File: config.mk
export PLATFORM = sky130hd
export DESIGN_NAME = nap_countdown
export DESIGN_NICKNAME = d
export VERILOG_FILES = /design/src/rtl/nap_pkg.sv /design/src/rtl/sec_tick_gen.sv /design/src/rtl/nap_countdown.sv
export SDC_FILE = /design/constraint.sdc
export NUM_CORES = 1
export LEC_CHECK = 0
export ABC_AREA = 1
export BUFFER_PORTS_ARGS = -buffer_cell sky130_fd_sc_hd__buf_4
export CORE_MARGIN = 5
export CORE_UTILIZATION = 40
export CTS_CLUSTER_DIAMETER = 100
export DETAILED_ROUTE_END_ITERATION = 10
export GPL_ROUTABILITY_DRIVEN = 1
export PLACE_DENSITY = 0.59
export SLEW_MARGIN = 15
export SYNTH_ARGS = -nofsm -noshare
export SYNTH_HDL_FRONTEND = slang
export SYNTH_SLANG_ARGS = --single-unit
File: constraint.sdc
create_clock -name clock -period 4.5 [get_ports clock]
set_input_delay 0.45 -clock clock [delete_from_list [all_inputs] [get_ports clock]]
set_output_delay 0.45 -clock clock [all_outputs]
set_load 0.02 [all_outputs]
File: src/rtl/nap_pkg.sv
// Shared definitions for the nap countdown: state encoding, BCD digit limits
// and the digit clamp applied when a requested duration is loaded.
package nap_pkg;

    typedef enum logic [1:0] {
        ST_IDLE  = 2'd0,
        ST_RUN   = 2'd1,
        ST_ALARM = 2'd2
    } state_t;

    localparam logic [3:0] SEC_UNIT_MAX = 4'd9;
    localparam logic [3:0] SEC_TEN_MAX  = 4'd5;
    localparam logic [3:0] MIN_MAX      = 4'd9;

    function automatic logic [3:0] bcd_clamp(input logic [3:0] v, input logic [3:0] lim);
        return (v > lim) ? lim : v;
    endfunction

endpackage

File: src/rtl/sec_tick_gen.sv
// One-second prescaler: tick fires on the last enabled cycle of each second,
// then the count wraps. clear holds the count at zero.
module sec_tick_gen #(
    parameter int TICKS_PER_SEC = 1000
) (
    input  logic clock,
    input  logic reset,
    input  logic clear,
    input  logic enable,
    output logic tick
);

    localparam int              PW   = (TICKS_PER_SEC > 1) ? $clog2(TICKS_PER_SEC) : 1;
    localparam logic [PW-1:0]   LAST = PW'(TICKS_PER_SEC - 1);

    logic [PW-1:0] r_count;

    assign tick = enable & (r_count == LAST);

    // prescaler count, frozen while enable is low
    always_ff @(posedge clock or posedge reset) begin
        if (reset) begin
            r_count <= '0;
        end else if (clear) begin
            r_count <= '0;
        end else if (enable) begin
            if (r_count == LAST) begin
                r_count <= '0;
            end else begin
                r_count <= r_count + PW'(1'b1);
            end
        end
    end

endmodule

File: src/rtl/nap_countdown.sv
// Nap timer: loads a BCD duration on a setting-complete edge, counts it down
// once per second, then holds an alarm until stopped or timed out.
module nap_countdown
    import nap_pkg::*;
#(
    parameter int TICKS_PER_SEC = 1000,
    parameter int ALARM_SEC     = 10
) (
    input  logic       clock,
    input  logic       reset,
    input  logic       en,
    input  logic       completeSetting,
    input  logic [3:0] one_sec,
    input  logic [3:0] ten_sec,
    input  logic [3:0] one_min,
    input  logic       stop,
    output logic [3:0] cnt_one_sec,
    output logic [3:0] cnt_ten_sec,
    output logic [3:0] cnt_one_min,
    output logic       running,
    output logic       alarm,
    output logic       done
);

    localparam int            AW         = $clog2(ALARM_SEC + 1);
    localparam logic [AW-1:0] ALARM_LAST = AW'(ALARM_SEC - 1);

    state_t        r_state;
    logic          r_cs_q;
    logic [3:0]    r_one, r_ten, r_min;
    logic [AW-1:0] r_alarm_cnt;
    logic          r_running, r_alarm, r_done;

    state_t        w_state_nxt;
    logic [3:0]    w_one_nxt, w_ten_nxt, w_min_nxt;
    logic [AW-1:0] w_alarm_cnt_nxt;
    logic          w_start, w_tick, w_pre_clr, w_pre_en, w_final, w_load_zero;
    logic [3:0]    w_ld_one, w_ld_ten, w_ld_min;

    assign w_start     = completeSetting & ~r_cs_q & en;
    assign w_ld_one    = bcd_clamp(one_sec, SEC_UNIT_MAX);
    assign w_ld_ten    = bcd_clamp(ten_sec, SEC_TEN_MAX);
    assign w_ld_min    = bcd_clamp(one_min, MIN_MAX);
    assign w_load_zero = (w_ld_one == 4'd0) && (w_ld_ten == 4'd0) && (w_ld_min == 4'd0);
    assign w_final     = (r_one == 4'd1) && (r_ten == 4'd0) && (r_min == 4'd0);

    sec_tick_gen #(.TICKS_PER_SEC(TICKS_PER_SEC)) u_tick (
        .clock  (clock),
        .reset  (reset),
        .clear  (w_pre_clr),
        .enable (w_pre_en),
        .tick   (w_tick)
    );

    // next-state, BCD borrow countdown and alarm-second accounting
    always_comb begin
        w_state_nxt     = r_state;
        w_one_nxt       = r_one;
        w_ten_nxt       = r_ten;
        w_min_nxt       = r_min;
        w_alarm_cnt_nxt = r_alarm_cnt;
        w_pre_clr       = 1'b0;
        w_pre_en        = 1'b0;
        case (r_state)
            ST_IDLE: begin
                w_pre_clr       = 1'b1;
                w_alarm_cnt_nxt = '0;
                if (w_start) begin
                    w_one_nxt   = w_ld_one;
                    w_ten_nxt   = w_ld_ten;
                    w_min_nxt   = w_ld_min;
                    w_state_nxt = w_load_zero ? ST_ALARM : ST_RUN;
                end else begin
                    w_state_nxt = ST_IDLE;
                end
            end
            ST_RUN: begin
                w_pre_en = en;
                if (stop) begin
                    w_state_nxt = ST_IDLE;
                    w_one_nxt   = 4'd0;
                    w_ten_nxt   = 4'd0;
                    w_min_nxt   = 4'd0;
                end else if (w_tick && w_final) begin
                    w_state_nxt = ST_ALARM;
                    w_one_nxt   = 4'd0;
                end else if (w_tick) begin
                    if (r_one != 4'd0) begin
                        w_one_nxt = r_one - 4'd1;
                    end else begin
                        w_one_nxt = SEC_UNIT_MAX;
                        if (r_ten != 4'd0) begin
                            w_ten_nxt = r_ten - 4'd1;
                        end else begin
                            w_ten_nxt = SEC_TEN_MAX;
                            w_min_nxt = r_min - 4'd1;
                        end
                    end
                end else begin
                    w_state_nxt = ST_RUN;
                end
            end
            ST_ALARM: begin
                // alarm timing ignores en so a paused block still times out
                w_pre_en = 1'b1;
                if (stop || (w_tick && (r_alarm_cnt == ALARM_LAST))) begin
                    w_state_nxt     = ST_IDLE;
                    w_alarm_cnt_nxt = '0;
                end else if (w_tick) begin
                    w_alarm_cnt_nxt = r_alarm_cnt + AW'(1'b1);
                end else begin
                    w_state_nxt = ST_ALARM;
                end
            end
            default: begin
                w_state_nxt = ST_IDLE;
            end
        endcase
    end

    // state, counters and registered status outputs
    always_ff @(posedge clock or posedge reset) begin
        if (reset) begin
            r_state     <= ST_IDLE;
            r_cs_q      <= 1'b0;
            r_one       <= 4'd0;
            r_ten       <= 4'd0;
            r_min       <= 4'd0;
            r_alarm_cnt <= '0;
            r_running   <= 1'b0;
            r_alarm     <= 1'b0;
            r_done      <= 1'b0;
        end else begin
            r_state     <= w_state_nxt;
            r_cs_q      <= completeSetting;
            r_one       <= w_one_nxt;
            r_ten       <= w_ten_nxt;
            r_min       <= w_min_nxt;
            r_alarm_cnt <= w_alarm_cnt_nxt;
            r_running   <= (w_state_nxt == ST_RUN);
            r_alarm     <= (w_state_nxt == ST_ALARM);
            r_done      <= (w_state_nxt == ST_ALARM) && (r_state != ST_ALARM);
        end
    end

    assign cnt_one_sec = r_one;
    assign cnt_ten_sec = r_ten;
    assign cnt_one_min = r_min;
    assign running     = r_running;
    assign alarm       = r_alarm;
    assign done        = r_done;

endmodule

==> impl_metrics.yaml, run 1 <==
timing:
  setup-tns-final_ns: 0
  max_freq_mhz: 459
  period_needed_ns: 2.18
  finClkSkew_ns: 0.00271
  worst_slew_pin_slew_ns: 0.489
  drv_slew: 0
  fin_ws_ns: 2.32
  hold_viol: 0
  rsz0062_at_grt: "no"
  setup_viol: 0
  slew_headroom_pct: 67.4
  timing.final.crit_share_pct: 48.4
cells_and_area:
  stdcell_count: 389
  drive_gt1_share_pct: 16.3
  most-common-layout-cells: "54 x nand2_1, 49 x nor2_1, 38 x inv_1"
  area_delta_synth_final_pct: 19.6
  diodes: 0
  fin_nets: 346
  mostFrequentLayoutCell: "nand2_1"
routing:
  firstDrtPassIters: 4
  wl_per_cell_um: 12.6
  drt_wl_total_um: 4880
  drc: 0
  vias: 1900
  vias_per_cell: 4.88
  ant_nets: 0
  first_iter_violations: 130
clock_network:
  cts_tree: "done"
  postCtsHoldBufs: 0
  clock-sinks: 32
  worstSkewPairLatency_ns: 0.28
  ctsResizeCount: 0
  cts_root_buf: "clkbuf_8"
  clk_pin_slew_ns: 0.06
  cts_setup_buffers: 0
  cts_htree_levels: 2
  cts_made_buffers: 5
  clock_path_buffers: 2
yosys:
  syn_inst: 281
  synth_area_mm2: 0.00207
  synth.distinct_cells: 31
  synth_top_area_share_pct: 38.7
  syn_nets: 309
  ys.warnings.count: 0
  synth_area_leaders: "dfrtp_1 39%, nand2_1 9.8%, nor2_1 8.9%, inv_1 6.9%, ha_1 6.7%"
  ys_seq_area_share_pct: 38.7
  synth.avg_cell_area_um2: 7.36
  synth_area_leader_cell: "dfrtp_1"
  ys_ff_latch: 32
grt:
  grt-ovfl-total: 0
  grt_pass1_wl_um: 8290
  track_usage_pct: 16.2
  grt_max_degree: 33
  grt_antenna_before_repair: 0
  grt_pass1_vias: 1795
floorplan:
  initial_core_util_pct: 40.8
  rows: 26
  die_h_um: 81.9
  io_pins: 32
  die_x_um: 81.9
  coreArea_mm2: 0.00507
  dieArea_mm2: 0.00671
placement:
  dp_hpwl_um: 3800
  dpl.cell_count: 381
  port_buffers: 31
  gp_congestion: 0.877
  place_ws_ns: 2.32
worst_setup_path:
  cp_slowest_cell: "dfrtp_1"
  worst_setup_path_end_kind: "flip-flop"
  cpMostUsedCell: "inv_1"
  cp_cell_sequence: "inv_1, ha_1, inv_2, nor2_2, inv_1, a21oi_1, o21ai_0, nand2_1, inv_1, o21ai_1"
  arrival_ns: 2.39
  critical-path-top-delay-family: "buffers and inverters"
  critPathLaunchType: "flip-flop"
  cp_slowest_stage_delay_ns: 0.42
  cp_max_fo: 11
  timing.critical_path.buf_inv: 4
  critPathKind: "flip-flop to flip-flop"
  required_ns: 4.71
hold_path:
  hold_path.class: "primary input to async pin"
power_and_ir_drop:
  ir_drop_mv: 0.220
  combPwrFrac_pct: 32.2
  p_sw_w: 0.000321
  powerDensity_mw_per_mm2: 358
  p_seq_share_pct: 42.3
  p_sw_share_pct: 36.3
  p_leak_nw: 1.18
  p_int_w: 0.000564
  power_frac_clock_pct: 25.5
run:
  drv_cap: 0
status:
  status: "complete, no violations"
## layer usage
layer / routed length [um] / vias to the layer above / track usage, % / part of all wire (%)
met4: 33 / 0 / 5.48 / 0.68
met2: 2250 / 31 / 25.8 / 46
li1: - / 991 / - / -
met5: 0 / - / 0 / 0
met1: 2390 / 876 / 21.7 / 49
met3: 212 / 2 / 3.51 / 4.3
## registers in the layout (all words and copies together) (netlist names), 2 cells and up
| register | count |
|---|---|
| r_state | 2 |
| r_alarm_cnt | 4 |
| u_tick.r_count | 10 |
| cnt_ten_sec | 4 |
| cnt_one_sec | 4 |
| cnt_one_min | 4 |
## synthesized netlist by cell type
master	count
o21a_1	1
nor3_1	7
inv_2	2
nand3_4	2
nor2_1	49
xor2_1	3
o22ai_1	3
or2_2	2
o32ai_1	1
nand2_1	54
a31oi_1	2
a22oi_1	1
nor2_4	1
nand4_1	2
a21oi_1	11
ha_1	11
nand3_1	27
buf_4	1
o31ai_1	1
a32o_1	1
o21ai_1	7
o21ai_0	9
inv_1	38
nand2_2	2
dfrtp_1	32
buf_2	1
a211oi_1	3
a221oi_1	2
a21oi_4	2
nor2_2	2
o21ai_2	1
## final timing paths
| check | start | end | slack [ns] | depth (start not counted) |
|---|---|---|---|---|
| max in group asynchronous | reset | r_alarm_cnt[2] | 3.95 | 3 |
| setup / recovery | r_state[1] | cnt_one_min[2] | 2.32 | 10 |
| hold reg to reg | u_tick.r_count[1] | u_tick.r_count[1] | 0.53 | 1 |
| setup reg to reg | r_state[1] | cnt_one_min[2] | 2.32 | 10 |
| min in group clock | completeSetting | r_cs_q | 0.29 | 1 |
| hold / removal | reset | u_tick.r_count[2] | 0.25 | 3 |
## per-stage QoR
stage	utilization (%)	hold WS [ns]	area (um^2)	total power (W)
detailed placement	47.0	0.516	2380	0.000666
CTS	48.8	0.271	2470	0.000894
floorplan	-	0.481	2070	0.000551
finish	48.8	0.247	2470	0.000885
global route	48.8	0.275	2470	0.000950
global placement	47.0	0.512	2380	0.000665
## final cells by class
type                       instances  area (um^2)
inverter                          40          150
sequential                        32          801
timing repair buffer              32          240
tap                               70         87.6
clock buffer                       8         90.1
fill                             523         2600
multi-input combinational        207         1110
## worst register-to-register path: stages, from the launching register on
cell     delay, ns
dfrtp_1       0.42
inv_1         0.09
ha_1          0.31
inv_2         0.17
nor2_2        0.42
inv_1         0.22
a21oi_1       0.16
o21ai_0       0.10
nand2_1       0.07
inv_1         0.04
o21ai_1       0.12
## cell families after synthesis
group,count (synthesis),share of synthesized area (%)
AOI/OAI and AO/OA,45,14.0
buffers and inverters,42,7.86
and+or+nand+nor,148,31.6
DFF,32,38.7
adders and majority gates,11,6.65
xor gates and xnor gates,3,1.27
## power by group through the flow
stage / clock [W] / sequential (W) / combinational (W)
detailed placement: 0 / 0.000379 / 0.000287
finish: 0.000226 / 0.000375 / 0.000285
floorplan: 0 / 0.000406 / 0.000145
global placement: 0 / 0.000380 / 0.000285
CTS: 0.000232 / 0.000374 / 0.000288
global route: 0.000248 / 0.000382 / 0.000320
(Power assumes the default switching activity.)
==> run 2: changes to the inputs <==
ABC_AREA = 0   (was 1)
clock period = 2.2 ns   (was 4.5 ns; I/O delays follow)
==> impl_metrics.yaml, run 2 <==
status:
  status: "complete, no violations"
cells_and_area:
  diodes: 0
  drive_gt1_share_pct: 29.0
  most-common-layout-cells: "63 x buf_4, 34 x nor2_1, 32 x dfrtp_1"
  regMostFlops: "u_tick.r_count"
  largest_reg_flops: 10
  stdcell_count: 370
  fin_nets: 327
  mostFrequentLayoutCell: "buf_4"
  area_delta_synth_final_pct: 33.2
timing:
  finClkSkew_ns: 0.00652
  max_freq_mhz: 459
  fin_hold_ws_ns: 0.0282
  setup-tns-final_ns: 0
  hold_viol: 0
  drv_slew: 0
  timing.final.crit_share_pct: 99.1
  slew_headroom_pct: 68.3
  rsz0062_at_grt: "yes"
  setup_viol: 0
  period_needed_ns: 2.18
  worst_slew_pin_slew_ns: 0.470
yosys:
  synth_most_common_cell: "nor2_1"
  async_flop_share_pct: 100
  syn_nets: 263
  synth_area_mm2: 0.00206
  syn_inst: 235
  synth_area_leader_cell: "dfrtp_1"
  ys_ff_latch: 32
  synth-edff-count: 0
  synth_area_leaders: "dfrtp_1 39%, ha_1 6.7%, nor2_1 6.4%, a21oi_1 3.9%, nor4_1 3.3%"
  ys_top_cells_by_count: "35 x nor2_1, 32 x dfrtp_1, 16 x a21oi_1, 13 x inv_1, 13 x nand2_1"
  ys_seq_area_share_pct: 38.8
  synth.distinct_cells: 52
  synth_top_area_share_pct: 38.8
  ys.warnings.count: 0
  ys.flop_type: "dfrtp_1"
  synth.avg_cell_area_um2: 8.77
worst_setup_path:
  crit_path_end: "cnt_ten_sec[0]"
  arrival_ns: 2.40
  cp.depth: 7
  cp_max_fo: 3
  required_ns: 2.42
  reg2reg_depth: 7
  rrSetupSlack_ns: 0.02
  cp_slowest_stage_delay_ns: 0.43
  critical-path-top-delay-family: "simple AND/OR/NAND/NOR gates"
  cp_slowest_cell: "or4_4"
  critPathLaunchType: "flip-flop"
  r2r-start: "r_state[0]"
  worst_setup_path_end_kind: "flip-flop"
  timing.critical_path.buf_inv: 1
  r2r_end: "cnt_ten_sec[0]"
  cp_cell_sequence: "inv_2, ha_4, nand3b_1, or4_4, or3_4, or4_1, nand3_1"
  critPathKind: "flip-flop to flip-flop"
  worstSetupStartpoint: "r_state[0]"
routing:
  vias_per_cell: 5.41
  first_iter_violations: 131
  drt_wl_total_um: 5540
  vias: 2000
  drc: 0
  wl_per_cell_um: 15.0
  firstDrtPassIters: 4
  ant_nets: 0
placement:
  dpl.cell_count: 360
  port_buffers: 31
  gp_congestion: 0.839
  dp_hpwl_um: 4240
clock_network:
  cts_made_buffers: 5
  clk_pin_slew_ns: 0.07
  clock_path_buffers: 2
  postCtsHoldBufs: 0
  clock-sinks: 32
  cts_htree_levels: 2
  worstSkewPairLatency_ns: 0.28
  cts_root_buf: "clkbuf_8"
  cts_tree: "done"
power_and_ir_drop:
  ir_drop_mv: 0.462
  p_leak_nw: 1.28
  powerDensity_mw_per_mm2: 725
floorplan:
  die_x_um: 81.8
  die_h_um: 81.8
  rows: 26
  coreArea_mm2: 0.00504
  initial_core_util_pct: 40.9
  dieArea_mm2: 0.00669
  io_pins: 32
grt:
  grt_max_degree: 33
  track_usage_pct: 18.3
  grt_antenna_before_repair: 0
  grt_pass1_wl_um: 9290
  grt_pass1_vias: 1945
  grt-ovfl-total: 0
run:
  drv_cap: 0
hold_path:
  hold_path.class: "primary input to async pin"
==> run 2: routing by layer <==
metal | global-route usage (%) | part of all wire [%] | vias up
li1 | - | - | 1001
met3 | 4.17 | 6.0 | 5
met5 | 0 | 0 | -
met4 | 5.98 | 0.92 | 0
met2 | 28.8 | 47 | 53
met1 | 24.7 | 46 | 941
==> run 2: how the worst min path moves through the flow <==
stage,depth (start not counted),from,slack [ns],to
finish,3,reset,0.03,u_tick.r_count[7]
CTS,3,reset,0.04,done
floorplan,0,completeSetting,0.25,r_cs_q
detailed placement,3,reset,0.34,u_tick.r_count[8]
global placement,3,reset,0.34,running
global route,1,completeSetting,0.06,r_cs_q
==> run 2: stage by stage <==
| step | area (um^2) | util, % | power [W] | worst slack, ns |
|---|---|---|---|---|
| after CTS | 2720 | 53.8 | 0.00199 | 0.00141 |
| final | 2750 | 54.5 | 0.00199 | 0.0199 |
| after global placement | 2610 | 51.8 | 0.00151 | 0.0274 |
| after floorplan | 2100 | - | 0.00118 | -0.0975 |
| after global routing | 2750 | 54.5 | 0.00213 | -0.0711 |
| after detailed placement | 2610 | 51.8 | 0.00151 | -0.0360 |
==> run 2: final cells by class <==
type / count / area (um^2)
Fill cell: 476 / 2300
Multi-Input combinational cell: 184 / 1250
Sequential cell: 32 / 801
Timing Repair Buffer: 63 / 473
Clock buffer: 8 / 90.1
Tap cell: 70 / 87.6
Inverter: 13 / 48.8
==> run 2: where the power goes <==
group          leakage (nW)  switching [W]  internal [W]
sequential            0.422      0.0000918      0.000669
combinational         0.811       0.000433      0.000329
clock                0.0455       0.000213      0.000255
total                  1.28       0.000737       0.00125
==> run 2: worst min-delay path, stage by stage <==
cell	delay (ns)
buf_4	0.11
inv_1	0.04
buf_4	0.37
==> run 2: cell families (layout without fill, tap and decap cells) <==
group                    after synthesis  in the layout  synth area share (%)
XOR/XNOR                               6              6                  2.55
AO/OA/AOI/OAI                         61             61                  19.3
AND/OR/NAND/NOR                      105            105                  28.2
flip-flops                            32             32                  38.8
buffers and inverters                 19             84                  3.88
adder cells (fa/ha/maj)               11             11                  6.67
multiplexers                           1              1                 0.546
==> run 2: what timing repair did <==
action | 4_1_cts | 5_1_grt
pin swaps | 1 | 1
hold endpoints to repair | 0 | 0
setup endpoints to repair | 1 | 13
buffers inserted | 1 | 1
resized for setup | 1 | 4
==> run 3: changes to the inputs <==
BUFFER_PORTS_ARGS = -buffer_cell sky130_fd_sc_hd__buf_2   (was -buffer_cell sky130_fd_sc_hd__buf_4)
PLACE_DENSITY = 0.65   (was 0.59)
==> impl_metrics.yaml, run 3 (synthesis gave the netlist of run 2 again) <==
grt:
  met1_usage_pct: 22.4
  grt_pass1_wl_um: 9050
  grt-ovfl-total: 0
  grt_max_degree: 33
  grt.met3_usage_pct: 3.95
  grt_antenna_before_repair: 0
  top_usage_layer: "met2"
  use_met2_pct: 28.4
  track_usage_pct: 17.5
  grt_pass1_vias: 1965
clock_network:
  clock_path_buffers: 2
  cts_made_buffers: 5
  worstSkewPairLatency_ns: 0.28
  cts_root_buf: "clkbuf_8"
  clk_pin_slew_ns: 0.06
  cts_tree: "done"
  clock-sinks: 32
  cts_htree_levels: 2
power_and_ir_drop:
  p_sw_w: 0.000723
  p_sw_share_pct: 37.1
  total_power_w: 0.00195
  power_frac_clock_pct: 24.7
  ir_drop_mv: 0.285
  p_leak_nw: 1.25
  combPwrFrac_pct: 36.6
  p_int_w: 0.00123
  powerDensity_mw_per_mm2: 727
  p_seq_share_pct: 38.8
worst_setup_path:
  reg2reg_depth: 7
  timing.critical_path.buf_inv: 1
  cp_max_fo: 3
  cp.depth: 7
  critPathKind: "flip-flop to flip-flop"
  critical-path-top-delay-family: "simple AND/OR/NAND/NOR gates"
  arrival_ns: 2.36
  worst_setup_path_end_kind: "flip-flop"
  required_ns: 2.42
  critPathLaunchType: "flip-flop"
  cp_cell_sequence: "inv_4, ha_4, nand3b_1, or4_4, or3_4, or4_1, nand3_1"
  cp_slowest_stage_delay_ns: 0.43
  cp_slowest_cell: "dfrtp_2"
cells_and_area:
  largest_reg_flops: 10
  design_area_mm2: 0.00269
  utilization_pct: 53.3
  area_delta_synth_final_pct: 30.2
  most-common-layout-cells: "34 x nor2_1, 31 x buf_2, 30 x dfrtp_1"
  mostFrequentLayoutCell: "nor2_1"
  regMostFlops: "u_tick.r_count"
  fin_nets: 324
  drive_gt1_share_pct: 30.4
  diodes: 0
floorplan:
  initial_core_util_pct: 40.9
  dieArea_mm2: 0.00669
  coreArea_mm2: 0.00504
  rows: 26
  die_h_um: 81.8
  die_x_um: 81.8
  io_pins: 32
timing:
  finClkSkew_ns: 0.00478
  hold_viol: 0
  worst_slew_pin_slew_ns: 0.630
  period_needed_ns: 2.14
  setup_viol: 0
  timing.final.crit_share_pct: 97.4
  drv_slew: 0
  slew_headroom_pct: 57.5
  fin_ws_ns: 0.0575
  max_freq_mhz: 467
routing:
  first_iter_violations: 88
  vias: 1965
  vias_per_cell: 5.37
  firstDrtPassIters: 4
  drc: 0
  wl_per_cell_um: 14.8
  ant_nets: 0
  drt_wl_total_um: 5400
run:
  drv_cap: 0
placement:
  port_buffers: 31
  postPlaceCellArea_mm2: 0.00252
  gp_congestion: 0.822
  place_ws_ns: 0.0100
  dp_hpwl_um: 4100
hold_path:
  hold_path.class: "primary input to async pin"
status:
  status: "complete, no violations"
run 3: power by group through the flow:
| stage | registers, W | clock network, W | logic (W) |
|---|---|---|---|
| 2_1_floorplan | 0.000859 | 0 | 0.000323 |
| 3_3_place_gp | 0.000759 | 0 | 0.000692 |
| 3_5_place_dp | 0.000762 | 0 | 0.000705 |
| 4_1_cts | 0.000751 | 0.000502 | 0.000708 |
| 5_1_grt | 0.000770 | 0.000527 | 0.000792 |
| 6_report | 0.000756 | 0.000481 | 0.000713 |
run 3: cell type report:
class | instances | area, um^2
Fill cell | 495 | 2360
Inverter | 13 | 51.3
Sequential cell | 32 | 803
Clock buffer | 7 | 96.3
Tap cell | 70 | 87.6
Multi-Input combinational cell | 184 | 1270
Timing Repair Buffer | 60 | 373
run 3: repair_timing:
item / in CTS / in global routing
resized for setup: 0 / 12
hold buffers: 0 / 0
buffers inserted: 0 / 1
endpoints found under the setup margin: 0 / 10
run 3: through the flow:
stage,hold slack (ns),setup TNS (ns),instances
3_3_place_gp,0.331,0,358
4_1_cts,0.0302,0,365
5_1_grt,0.0633,-0.0133,366
6_report,0.0147,0,366
2_1_floorplan,0.251,-0.133,235
3_5_place_dp,0.337,0,358
run 3: final timing paths:
kind / startpoint / end / slack (ns)
min in group clock: completeSetting / r_cs_q / 0.09
max: r_state[0] / cnt_ten_sec[0] / 0.06
max in group asynchronous: reset / u_tick.r_count[5] / 1.86
min: reset / r_alarm_cnt[1] / 0.01
min reg2reg: r_alarm_cnt[2] / r_alarm_cnt[2] / 0.52
max reg2reg: r_state[0] / cnt_ten_sec[0] / 0.06
run 3: worst register-to-register path: stages, from the launching register on:
cell,delay [ns]
dfrtp_2,0.43
inv_4,0.07
ha_4,0.26
nand3b_1,0.08
or4_4,0.42
or3_4,0.35
or4_1,0.40
nand3_1,0.08
run 3: per-layer routing:
metal,routed length [um],up-vias
met1,2410,916
met3,339,8
met4,91,0
li1,-,990
met5,0,-
met2,2560,51
